File: config.mk
export PLATFORM = sky130hd
export DESIGN_NAME = mmio_seq_multiplier
export DESIGN_NICKNAME = d
export VERILOG_FILES = /design/src/rtl/mmio_seq_multiplier.sv
export SDC_FILE = /design/constraint.sdc
export NUM_CORES = 1
export LEC_CHECK = 0
export CAP_MARGIN = 20
export CORE_UTILIZATION = 33
export CTS_CLUSTER_DIAMETER = 60
export DETAILED_ROUTE_END_ITERATION = 8
export GPL_TIMING_DRIVEN = 0
export HOLD_SLACK_MARGIN = 0.03
export PLACE_DENSITY_LB_ADDON = 0.05
export REMOVE_ABC_BUFFERS = 1
export SETUP_SLACK_MARGIN = 0.5
export SKIP_CTS_REPAIR_TIMING = 1
export SLEW_MARGIN = 20
export SYNTH_ARGS = -nofsm -noshare
export SYNTH_HDL_FRONTEND = slang
export SYNTH_SLANG_ARGS = --single-unit
File: constraint.sdc
create_clock -name clk -period 2.9 [get_ports clk]
set_input_delay 0.87 -clock clk [delete_from_list [all_inputs] [get_ports clk]]
set_output_delay 0.87 -clock clk [all_outputs]
set_load 0.02 [all_outputs]
File: src/rtl/mmio_seq_multiplier.sv
// mmio_seq_multiplier
//   Memory-mapped shift-add multiplier. Registers: 0=A, 1=B (write starts),
//   2=product (read only), 3=status {err, done, busy} / control (write clears).
//   Optional feature macro: MMIO_MULT_ACCUM_EN -- when defined, each result
//   is accumulated into the product register (modulo 2^(2*WIDTH)), and an
//   addr3 write with din[0]=1 also clears the product.
module mmio_seq_multiplier #(
  parameter int WIDTH = 16
) (
  input  logic                 clk,
  input  logic                 rst_n,
  input  logic                 e,
  input  logic [WIDTH-1:0]     din,
  input  logic [1:0]           addr,
  input  logic                 w,
  input  logic                 r,
  output logic [2*WIDTH-1:0]   dout,
  output logic                 busy,
  output logic                 done
);

  localparam int CW = (WIDTH > 1) ? $clog2(WIDTH) : 1;
  localparam logic [CW-1:0] CNT_LAST = CW'(WIDTH - 1);
  localparam logic [CW-1:0] CNT_ONE  = CW'(1);
  localparam logic [CW-1:0] CNT_ZERO = {CW{1'b0}};
  localparam logic [WIDTH-1:0]   ZERO_W  = {WIDTH{1'b0}};
  localparam logic [2*WIDTH-1:0] ZERO_2W = {(2*WIDTH){1'b0}};

  typedef enum logic [1:0] {
    ST_IDLE = 2'd0,
    ST_RUN  = 2'd1,
    ST_DONE = 2'd2
  } state_t;

  state_t               state_r;
  logic [WIDTH-1:0]     a_r;
  logic [WIDTH-1:0]     b_r;
  logic [WIDTH-1:0]     mplier_r;   // multiplier, shifted right one bit per cycle
  logic [2*WIDTH-1:0]   mcand_r;    // A << k for the current bit k
  logic [2*WIDTH-1:0]   acc_r;      // partial product
  logic [2*WIDTH-1:0]   prod_r;
  logic [2*WIDTH-1:0]   dout_r;
  logic [CW-1:0]        cnt_r;
  logic                 busy_r;
  logic                 done_r;
  logic                 err_r;

  logic                 wr_s;
  logic                 rd_s;
  logic                 last_s;
  logic [2*WIDTH-1:0]   sum_s;
  logic [2*WIDTH-1:0]   fin_s;
  logic [2*WIDTH-1:0]   rdata_s;

  assign dout = dout_r;
  assign busy = busy_r;
  assign done = done_r;

  // Strobe decode, next partial sum, completion value and read mux.
  always_comb begin
    wr_s    = e & w;
    rd_s    = e & r & ~w;
    last_s  = (cnt_r == CNT_LAST);
    sum_s   = ZERO_2W;
    fin_s   = ZERO_2W;
    rdata_s = ZERO_2W;
    if (mplier_r[0]) begin
      sum_s = acc_r + mcand_r;
    end else begin
      sum_s = acc_r;
    end
`ifdef MMIO_MULT_ACCUM_EN
    fin_s = prod_r + sum_s;
`else
    fin_s = sum_s;
`endif
    case (addr)
      2'd0:    rdata_s = {ZERO_W, a_r};
      2'd1:    rdata_s = {ZERO_W, b_r};
      2'd2:    rdata_s = prod_r;
      2'd3:    rdata_s = {{(2*WIDTH-3){1'b0}}, err_r, done_r, busy_r};
      default: rdata_s = ZERO_2W;
    endcase
  end

  // Control FSM, shift-add datapath and registered host interface.
  always_ff @(posedge clk or negedge rst_n) begin
    if (!rst_n) begin
      state_r  <= ST_IDLE;
      a_r      <= ZERO_W;
      b_r      <= ZERO_W;
      mplier_r <= ZERO_W;
      mcand_r  <= ZERO_2W;
      acc_r    <= ZERO_2W;
      prod_r   <= ZERO_2W;
      dout_r   <= ZERO_2W;
      cnt_r    <= CNT_ZERO;
      busy_r   <= 1'b0;
      done_r   <= 1'b0;
      err_r    <= 1'b0;
    end else begin
      if (rd_s) begin
        dout_r <= rdata_s;
      end
      case (state_r)
        ST_IDLE, ST_DONE: begin
          if (wr_s) begin
            case (addr)
              2'd0: a_r <= din;
              2'd1: begin
                b_r      <= din;
                mplier_r <= din;
                mcand_r  <= {ZERO_W, a_r};
                acc_r    <= ZERO_2W;
                cnt_r    <= CNT_ZERO;
                done_r   <= 1'b0;
                busy_r   <= 1'b1;
                state_r  <= ST_RUN;
              end
              2'd3: begin
                err_r   <= 1'b0;
                done_r  <= 1'b0;
                state_r <= ST_IDLE;
`ifdef MMIO_MULT_ACCUM_EN
                if (din[0]) begin
                  prod_r <= ZERO_2W;
                end
`endif
              end
              default: ;
            endcase
          end
        end
        ST_RUN: begin
          acc_r    <= sum_s;
          mplier_r <= {1'b0, mplier_r[WIDTH-1:1]};
          mcand_r  <= {mcand_r[2*WIDTH-2:0], 1'b0};
          cnt_r    <= cnt_r + CNT_ONE;
          // Operand writes are refused while running; the run is untouched.
          if (wr_s) begin
            case (addr)
              2'd0, 2'd1: err_r <= 1'b1;
              2'd3: begin
                err_r  <= 1'b0;
                done_r <= 1'b0;
`ifdef MMIO_MULT_ACCUM_EN
                if (din[0]) begin
                  prod_r <= ZERO_2W;
                end
`endif
              end
              default: ;
            endcase
          end
          // Completion takes priority over a coincident status write.
          if (last_s) begin
            prod_r  <= fin_s;
            busy_r  <= 1'b0;
            done_r  <= 1'b1;
            state_r <= ST_DONE;
          end
        end
        default: state_r <= ST_IDLE;
      endcase
    end
  end

endmodule
## Word-level counts from Yosys, hierarchy flattened

Index checks and enable logic that the tools add are counted.

- Add/subtract/negate cells: 2
- Multipliers: 0
- Divide/modulo/power cells: 0
- Magnitude comparators: 0
- Equality and inequality tests: 16
- Shift-type cells: 0
- Muxes and demuxes: 31
- Bitwise operators: 4
- Reduce and logical (&&, ||, !) cells: 14

Operators by type and width:

| cell | count |
|---|---|
| $mux 32 | 5 |
| $pmux 32 s2 | 2 |
| $pmux 32 s4 | 1 |
| $add 32x32->32 | 1 |
| $mux 16 | 2 |
| $pmux 16 s2 | 1 |
| $ne 2x2->1 const B | 6 |
| $reduce_and 3->1 | 4 |
| $reduce_and 5->1 | 2 |
| $mux 1 | 9 |
| $mux 4 | 2 |
| $pmux 1 s2 | 4 |
| $pmux 2 s2 | 2 |
| $pmux 4 s2 | 1 |
| $eq 2x2->1 const B | 3 |
| $ne 3x3->1 const B | 2 |
| $reduce_or 2->1 | 3 |
| $add 4x1->4 const B | 1 |
| $eq 2x1->1 const B | 2 |
| $eq 4x4->1 const B | 1 |
| $logic_not 2->1 | 2 |
| $mux 2 | 2 |
| $reduce_and 4->1 | 1 |
| $and 1x1->1 | 3 |
| other kinds (5) | 5 |

- Register bits: 185
- Bits in latches: 0
- RAM bits: 0
- ROM bits: 0
- Word-level logic and storage cells: 79
- Memories kept: 0

## Longest topological paths before layout

Gate-level depths: netlist (run 1).

- Depth in word-level cells: 5
- Mapped depth: 11

## Worst setup path after synthesis (run 1)

No wires, ideal clock.

- Path type: register to register
- Start point: register mcand_r[0]
- End point: register prod_r[24]
- Library setup time: 0.099 ns
- Data arrival time: 2.591 ns
- Setup slack: 0.210 ns
- Stages on the path, launching flop included: 11
- Cell sequence: dfrtp_1 -> ha_1 -> fa_1 -> a21o_1 -> a31o_1 -> o211ai_1 -> a31oi_1 -> a2111oi_1 -> o31ai_1 -> xnor2_1 -> a311oi_1

- Cells in the longest elaborated chain, start to end: 2

Ends and longest elaborated chain:

| item | RTL line | source |
|---|---|---|
| start: declaration | 39 | `logic [2*WIDTH-1:0] mcand_r;` |
| start signal: assignment | 113 | `mcand_r <= {ZERO_W, a_r};` |
| start signal: assignment | 137 | `mcand_r <= {mcand_r[2*WIDTH-2:0], 1'b0};` |
| $add 32x32->32 | 68 | `sum_s = acc_r + mcand_r;` |
| $mux 32 | 67 | `if (mplier_r[0]) begin` |
| end signal: assignment | 157 | `prod_r <= fin_s;` |
| end: declaration | 41 | `logic [2*WIDTH-1:0] prod_r;` |

Every way passes these cells.
A chain may end at the register's enable or synchronous reset.

## Final worst setup path (run 1)

- Start point: register mcand_r[0]
- End point: register prod_r[16]

The elaborated chain is that of the path after synthesis.

==> results of run 1 <==
## routing by layer
metal  vias up  share of wire [%]  track usage [%]
li1       3716                  -                -
met1      3680                 53             25.7
met2        82                 44             27.0
met3         8                2.5             3.13
met4         0               0.63             3.84
met5         -                  0                0
## cell families (layout without fill, tap and decap cells)
family	after synthesis	in the layout	synth area share, %
compound gates	251	251	15.9
xor+xnor	30	30	2.77
fa+ha+maj	33	33	4.43
buf+inv	80	142	3.29
flops	185	185	48.8
mux	59	59	6.93
simple gates	405	407	17.8
## synthesized netlist by cell type (all sizes together) (3+ instances only)
library cell | number | area [um^2]
nand2 | 242 | 908
dfrtp | 185 | 4630
o21ai | 113 | 577
nor2 | 81 | 304
a21oi | 52 | 268
clkbuf | 48 | 180
nand3 | 44 | 220
mux2i | 33 | 330
ha | 32 | 400
mux2 | 23 | 259
a31oi | 21 | 131
inv | 17 | 63.8
xnor2 | 17 | 149
o22ai | 16 | 100
buf | 15 | 67.6
a21o | 13 | 97.6
xor2 | 13 | 114
nand4 | 7 | 43.8
a211oi | 6 | 50.1
nor3 | 6 | 30.0
a32o | 4 | 40.0
and3 | 4 | 25.0
nand2b | 4 | 25.0
nor2b | 4 | 25.0
o21bai | 4 | 30.0
a211o | 3 | 26.3
mux4 | 3 | 67.6
## flip-flops by register name, indices dropped and copies added, names as in the netlist
signal and flops:
a_r 16, acc_r 32, b_r 16, busy 1, cnt_r 4, done 1
dout 32, err_r 1, mcand_r 32, mplier_r 16, prod_r 32, state_r 2
## where the power goes
| group | switching, uW | internal (uW) | total (uW) |
|---|---|---|---|
| clock | 1050 | 1460 | 2520 |
| sequential | 838 | 3640 | 4480 |
| combinational | 4280 | 3390 | 7670 |
## cell type report
type                       count  area (um^2)  share of cell area, %
timing repair buffer          94         1010                   8.47
clock inverter                11          170                   1.43
clock buffer                  20          447                   3.76
sequential                   185         4640                   39.0
inverter                      17         63.8                  0.537
tap                          378          473                   3.98
multi-input combinational    780         5080                   42.8
## per-stage QoR
stage                     setup slack (ps)  std cells  power (uW)   TNS, ps  cell area [um^2]
after floorplan                       -945        980        9000    -81370              9230
after global placement               -7630       1414       10800  -2008010             10300
after detailed placement             -2410       1431       11000   -117770             10600
after CTS                            -1950       1462       13500    -57800             11200
after global routing                 -89.4       1485       15800      -213             11900
final                                 23.4       1485       14700         0             11900
## path summary, 6_finish.rpt
check	slack (ps)	start	cells after the start	endpoint
hold / removal	270	rst_n	1	b_r[4]
setup reg to reg	20	mcand_r[0]	10	prod_r[16]
max in group asynchronous	1920	rst_n	2	state_r[0]
setup / recovery	20	mcand_r[0]	10	prod_r[16]
hold reg to reg	470	prod_r[3]	2	prod_r[3]
min in group clk	470	prod_r[3]	2	prod_r[3]
==> impl_metrics.toml, run 1 <==
[route]
drt_first_pass_iters = 5
vias_per_cell = 5.04
drc = 0
drt-total-wl_um = 25600
vias = 7486
drt_iter0_drc = 408
antenna_left = 0
wire_per_inst_um = 17.2

[die]
fp.dieW_um = 171
die_area_um2 = 29400
start_util_pct = 33.8
io_pins = 57
num_rows = 61
coreArea_um2 = 28000
die_h_um = 171

[layout]
area_growth_pct = 25.3
fin_nets = 1151
drive_above_1_share_pct = 16.6
layout_commonest_cell = "nand2_1"
antennaDiodeCount = 0
final.fill_count = 2823
final_cell_mix = "nand2_1 (235), dfrtp_1 (181), o21ai_0 (84)"
utilization_pct = 42.4

[cts]
clkLatencyLatePin_ps = 430
cts_buffer_depth = 2
cts_root_buf = "clkbuf_16"
htreeDepth = 4
cts_tree = "built"
path_clk_slew_ps = 70
clock-sinks = 185
cts_buffers = 17

[timing]
hold_viol = 0
rsz0062_at_grt = "yes"
finalSetupViolCount = 0
fin_skew_ps = 9.95
fmaxAchievable_ghz = 0.348
report.final.slew_viol_count = 0
holdWs_ps = 273
finalCriticalPeriod_ps = 2880
timing.slew.headroom_pct = 45.8
worst_pin_slew_ps = 813
finalCritPeriodShare_pct = 99.2

[synth]
synth.distinct_cells = 57
async_reset_ff_share_pct = 100
synth_area_um2 = 9480
synth-warning-count = 0
syn_inst = 1043
synth_seq_area_share_pct = 48.8
syn_area_per_cell_um2 = 9.09
ys_ff_latch = 185
synth_edf_count = 0
synthFlopType = "dfrtp_1"

[critical_path]
crit_path_end_kind = "flop"
path_buf_inv = 0
path_cells = "ha_2 > fa_2 > a21o_1 > a31o_1 > o211ai_1 > nand4b_1 > a211oi_2 > xnor2_1 > mux2i_1 > o21ai_1"
critPathArrivalTime_ps = 3170
cpPeakStageDelay_ps = 400
crit_type = "reg -> reg"
crit_family = "compound AO/OA/AOI/OAI gates"
start_kind = "flop"
crit_required_ps = 3200
cp_slowest_cell = "dfrtp_1"
crit_fanout = 3

[placement]
dp_hpwl_um = 16500
port_buffers = 56
place_congestion = 0.772

[status]
status = "complete, no violations"

[global_routing]
overflow = 0
track_usage_pct = 17.6
grt_antenna_before_repair = 0
grt_pass1_vias = 7342
grt_pass1_wl_um = 40100
grt_max_degree = 87

[hold_path]
holdCritPathClass = "in -> async"

[pwr]
vdd_ir_drop_max_v = 0.000407
power.leakage_uw = 0.00530
p_per_area_nw_per_um2 = 1230

[run]
cap_violations = 0
No activity file was read; power rests on OpenSTA's default activity.
==> run 2: changes to the inputs <==
--- a/config.mk
+++ b/config.mk
@@ -6,14 +6,14 @@
 export NUM_CORES = 1
 export LEC_CHECK = 0
 export CAP_MARGIN = 20
+export CORE_MARGIN = 4
 export CORE_UTILIZATION = 33
-export CTS_CLUSTER_DIAMETER = 60
 export DETAILED_ROUTE_END_ITERATION = 8
 export GPL_TIMING_DRIVEN = 0
 export HOLD_SLACK_MARGIN = 0.03
 export PLACE_DENSITY_LB_ADDON = 0.05
 export REMOVE_ABC_BUFFERS = 1
-export SETUP_SLACK_MARGIN = 0.5
+export SETUP_SLACK_MARGIN = 0.4
 export SKIP_CTS_REPAIR_TIMING = 1
 export SLEW_MARGIN = 20
 export SYNTH_ARGS = -nofsm -noshare
==> impl_metrics.toml, run 2 (same netlist as run 1, synthesis figures left out) <==
[global_routing]
grt_pass1_vias = 7498
grt_antenna_before_repair = 0
grt_pass1_wl_um = 41100
overflow = 0
track_usage_pct = 16.4
grt_max_degree = 87

[placement]
dp_hpwl_um = 16800
place_congestion = 0.788
port_buffers = 56
dp_slack_ps = -1910

[cts]
clkLatencyLatePin_ps = 440
cts_buffer_depth = 2
cts_tree = "built"
path_clk_slew_ps = 70
htreeDepth = 4
cts_root_buf = "clkbuf_16"
clock-sinks = 185
cts_buffers = 17

[critical_path]
crit_fanout = 4
crit_type = "reg -> reg"
crit_path_end_kind = "flop"
critPathArrivalTime_ps = 3110
cpPeakStageDelay_ps = 470
start_kind = "flop"
crit_required_ps = 3200
path_cells = "ha_1 > a21o_1 > nand4_1 > a311o_2 > a21o_4 > a211oi_4 > mux2_2 > nand2_1 > xnor2_1 > o21ai_1"
cp_slowest_cell = "a311o_2"

[route]
antenna_left = 0
drt-total-wl_um = 25100
drc = 0
vias_per_cell = 4.99
vias = 7404
drt_iter0_drc = 313
drt_first_pass_iters = 4
wire_per_inst_um = 16.9

[pwr]
vdd_ir_drop_max_v = 0.000484
p_per_area_nw_per_um2 = 1210
power.leakage_uw = 0.00524

[timing]
timing.slew.headroom_pct = 49.5
fin_ws_ps = 87.4
fin_skew_ps = 13.9
report.final.slew_viol_count = 0
finalCriticalPeriod_ps = 2810
finalCritPeriodShare_pct = 97.0
fmaxAchievable_ghz = 0.356
rsz0062_at_grt = "yes"
hold_viol = 0
worst_pin_slew_ps = 754
finalSetupViolCount = 0

[layout]
area_growth_pct = 22.8
utilization_pct = 41.4
layout_commonest_cell = "nand2_1"
fin_nets = 1149
drive_above_1_share_pct = 14.2
final_cell_mix = "nand2_1 (238), dfrtp_1 (181), o21ai_0 (96)"
antennaDiodeCount = 0

[status]
status = "complete, no violations"

[die]
io_pins = 57
die_area_um2 = 31500
start_util_pct = 33.8
num_rows = 61
coreArea_um2 = 28100
fp.dieW_um = 177
die_h_um = 177

[run]
cap_violations = 0

[hold_path]
holdCritPathClass = "in -> async"
## run 2: changes by cell type in the layout (fill, tap and decap cells not counted), moves of 3 or more
| cell | previous run | this run |
|---|---|---|
| xnor2_1 | 11 | 16 |
| ha_1 | 19 | 22 |
| a21oi_1 | 41 | 46 |
| xor2_2 | 7 | 2 |
| nand2_1 | 235 | 238 |
| a21oi_2 | 6 | 3 |
| buf_6 | 8 | 5 |
| nand2_4 | 4 | 1 |
| xor2_1 | 6 | 11 |
| xnor2_2 | 6 | 1 |
| o21ai_1 | 21 | 12 |
| o21ai_0 | 84 | 96 |
| ha_4 | 6 | 3 |
## run 2: worst paths after layout
kind | from | end | slack (ps) | depth (start not counted)
max in group asynchronous | rst_n | prod_r[18] | 1940 | 2
min in group clk | prod_r[3] | prod_r[3] | 470 | 2
worst min register to register | prod_r[3] | prod_r[3] | 470 | 2
worst min-delay path | rst_n | dout[4] | 260 | 1
worst max-delay path | mcand_r[1] | prod_r[31] | 90 | 10
worst max register to register | mcand_r[1] | prod_r[31] | 90 | 10
## run 2: final cells by class
type                       instances  area, um^2
fill                            2892       16400
sequential                       185        4640
tap                              378         473
inverter                          17        63.8
clock buffer                      19         443
clock inverter                    13         166
timing repair buffer              93        1010
multi-input combinational        779        4840
## run 2: stage by stage
| step | instance area (um^2) | setup TNS (ps) | total power (uW) | std cells | hold WS, ps |
|---|---|---|---|---|---|
| floorplan | 9230 | -81370 | 9000 | 980 | 438 |
| global placement | 10300 | -2033150 | 10800 | 1414 | 453 |
| detailed placement | 10600 | -111150 | 11000 | 1432 | 456 |
| CTS | 11200 | -49160 | 13500 | 1464 | 249 |
| global route | 11600 | -187 | 15300 | 1484 | 248 |
| finish | 11600 | 0 | 14000 | 1484 | 262 |
## run 2: worst max-delay path: cells and delay by family, from the launching register on
family | cells | cell delay, ps
AOI/OAI and AO/OA | 5 | 1210
xor gates and xnor gates | 1 | 120
adders and majority gates | 1 | 300
DFF | 1 | 440
muxes | 1 | 380
and+or+nand+nor | 2 | 240
## run 2: report_power, final
group	leakage, uW	switching, uW	internal [uW]
clock network	0.000296	1100	1390
registers	0.00232	792	3640
logic	0.00263	4030	3100
total	0.00524	5920	8130
## run 2: metal layers
layer	track usage (%)	part of all wire [%]
met1	24.3	52
met2	25.0	44
met3	2.81	3.2
met4	3.71	1.2
met5	0	0
==> run 3: changes to the inputs <==
--- a/config.mk
+++ b/config.mk
@@ -9,6 +9,7 @@
 export CORE_MARGIN = 4
 export CORE_UTILIZATION = 33
 export DETAILED_ROUTE_END_ITERATION = 8
+export DONT_BUFFER_PORTS = 1
 export GPL_TIMING_DRIVEN = 0
 export HOLD_SLACK_MARGIN = 0.03
 export PLACE_DENSITY_LB_ADDON = 0.05
==> impl_metrics.toml, run 3 (same netlist as run 1, synthesis figures left out) <==
[pwr]
vdd_ir_drop_max_v = 0.000487
power.leakage_uw = 0.00504
p_per_area_nw_per_um2 = 1270

[layout]
drive_above_1_share_pct = 16.9
antennaDiodeCount = 0
layout_commonest_cell = "nand2_1"
final_cell_mix = "nand2_1 (236), dfrtp_1 (180), o21ai_0 (84)"
area_growth_pct = 18.8
final_cells = 1429
fin_area_um2 = 11300
fin_nets = 1094
utilization_pct = 40.1

[status]
status = "complete, no violations"

[cts]
cts_root_buf = "clkbuf_16"
cts_buffers = 17
clock-sinks = 185
cts_buffer_depth = 2
clkLatencyLatePin_ps = 440
cts_tree = "built"
path_clk_slew_ps = 80
htreeDepth = 4

[route]
antenna_left = 0
vias_per_cell = 5.11
drt-total-wl_um = 25900
drt_iter0_drc = 406
drt_first_pass_iters = 5
wire_per_inst_um = 18.1
drc = 0
vias = 7297

[placement]
place_congestion = 0.815
placed_area_um2 = 10000
port_buffers = 0
dp_hpwl_um = 16400
dp_cells = 1375

[die]
io_pins = 57
die_area_um2 = 31500
coreArea_um2 = 28100
start_util_pct = 33.8
fp.dieW_um = 177
num_rows = 61
die_h_um = 177

[critical_path]
cpPeakStageDelay_ps = 420
start_kind = "flop"
timing.rr.end = "prod_r[24]"
reg2reg_from = "acc_r[0]"
cp_slowest_cell = "dfrtp_1"
r2r_cells = 11
crit_type = "reg -> reg"
crit_path_end_kind = "flop"
critPathArrivalTime_ps = 3130
crit_required_ps = 3190
crit_fanout = 3
path_cells = "ha_4 > fa_2 > a21o_1 > a31o_1 > o211ai_1 > buf_4 > a31oi_4 > a2111oi_4 > o31ai_2 > xnor2_1 > a311oi_1"
ff2ff_setup_slack_ps = 70

[run]
cap_violations = 0

[timing]
holdWs_ps = 123
fmaxAchievable_ghz = 0.353
rsz0062_at_grt = "yes"
fin_skew_ps = 11.2
finalSetupViolCount = 0
finalCriticalPeriod_ps = 2830
report.final.slew_viol_count = 0
timing.slew.headroom_pct = 49.1
worst_pin_slew_ps = 758
hold_viol = 0
finalCritPeriodShare_pct = 97.7

[global_routing]
grt_pass1_wl_um = 41000
track_usage_pct = 16.4
overflow = 0
grt_antenna_before_repair = 0
grt_max_degree = 186
grt_pass1_vias = 7360

[hold_path]
holdCritPathClass = "in -> async"
## run 3: cell count changes in the layout (fill, tap and decap cells not counted), moves of 5 or more
cell             delta
clkdlybuf4s50_1    -51
xnor2_1             -5
xnor2_2             +5
o21ai_1            +11
o21ai_0            -12
a21oi_1             -5
## run 3: critical path, delay by kind of cell, from the launching register on
family / cells / cell delay (ps)
AOI/OAI and AO/OA: 7 / 1290
xor gates and xnor gates: 1 / 250
adders and majority gates: 2 / 540
buffers and inverters: 1 / 180
DFF: 1 / 420
## run 3: layout make-up
cell class / instances / area (um^2)
Timing Repair Buffer: 37 / 413
Multi-Input combinational cell: 780 / 5060
Clock buffer: 18 / 429
Clock inverter: 14 / 184
Fill cell: 2859 / 16800
Sequential cell: 185 / 4640
Tap cell: 378 / 473
Inverter: 17 / 63.8
## run 3: report_power, final
part           leakage (uW)  internal, uW  switching, uW  total, uW
sequential          0.00231          3640            983       4620
combinational       0.00243          3170           4010       7180
clock              0.000299          1380           1120       2510
total               0.00504          8190           6110      14300
## run 3: layer usage
layer / wire, um / up-vias / part of all wire (%) / track usage, %
met5: 0 / - / 0 / 0
met3: 861 / 18 / 3.3 / 3.07
met1: 13100 / 3562 / 50 / 23.9
met2: 11600 / 99 / 45 / 24.9
met4: 317 / 0 / 1.2 / 4.64
li1: - / 3618 / - / -
## run 3: how the worst max path moves through the flow
stage,slack (ps),endpoint,from,cells after the start
after global placement,-4100,mcand_r[17],w,3
after floorplan,-940,prod_r[15],state_r[1],5
after CTS,-390,acc_r[16],w,6
after detailed placement,-870,acc_r[16],w,6
after global routing,-90,prod_r[24],acc_r[0],11
final,70,prod_r[24],acc_r[0],11
## run 3: through the flow
step	setup TNS, ps	setup slack, ps	total power [uW]
after floorplan	-81370	-945	9000
after global placement	-454430	-4100	10500
after detailed placement	-7920	-872	10600
after CTS	-2800	-391	13300
after global routing	-441	-90.1	15600
final	0	66.1	14300
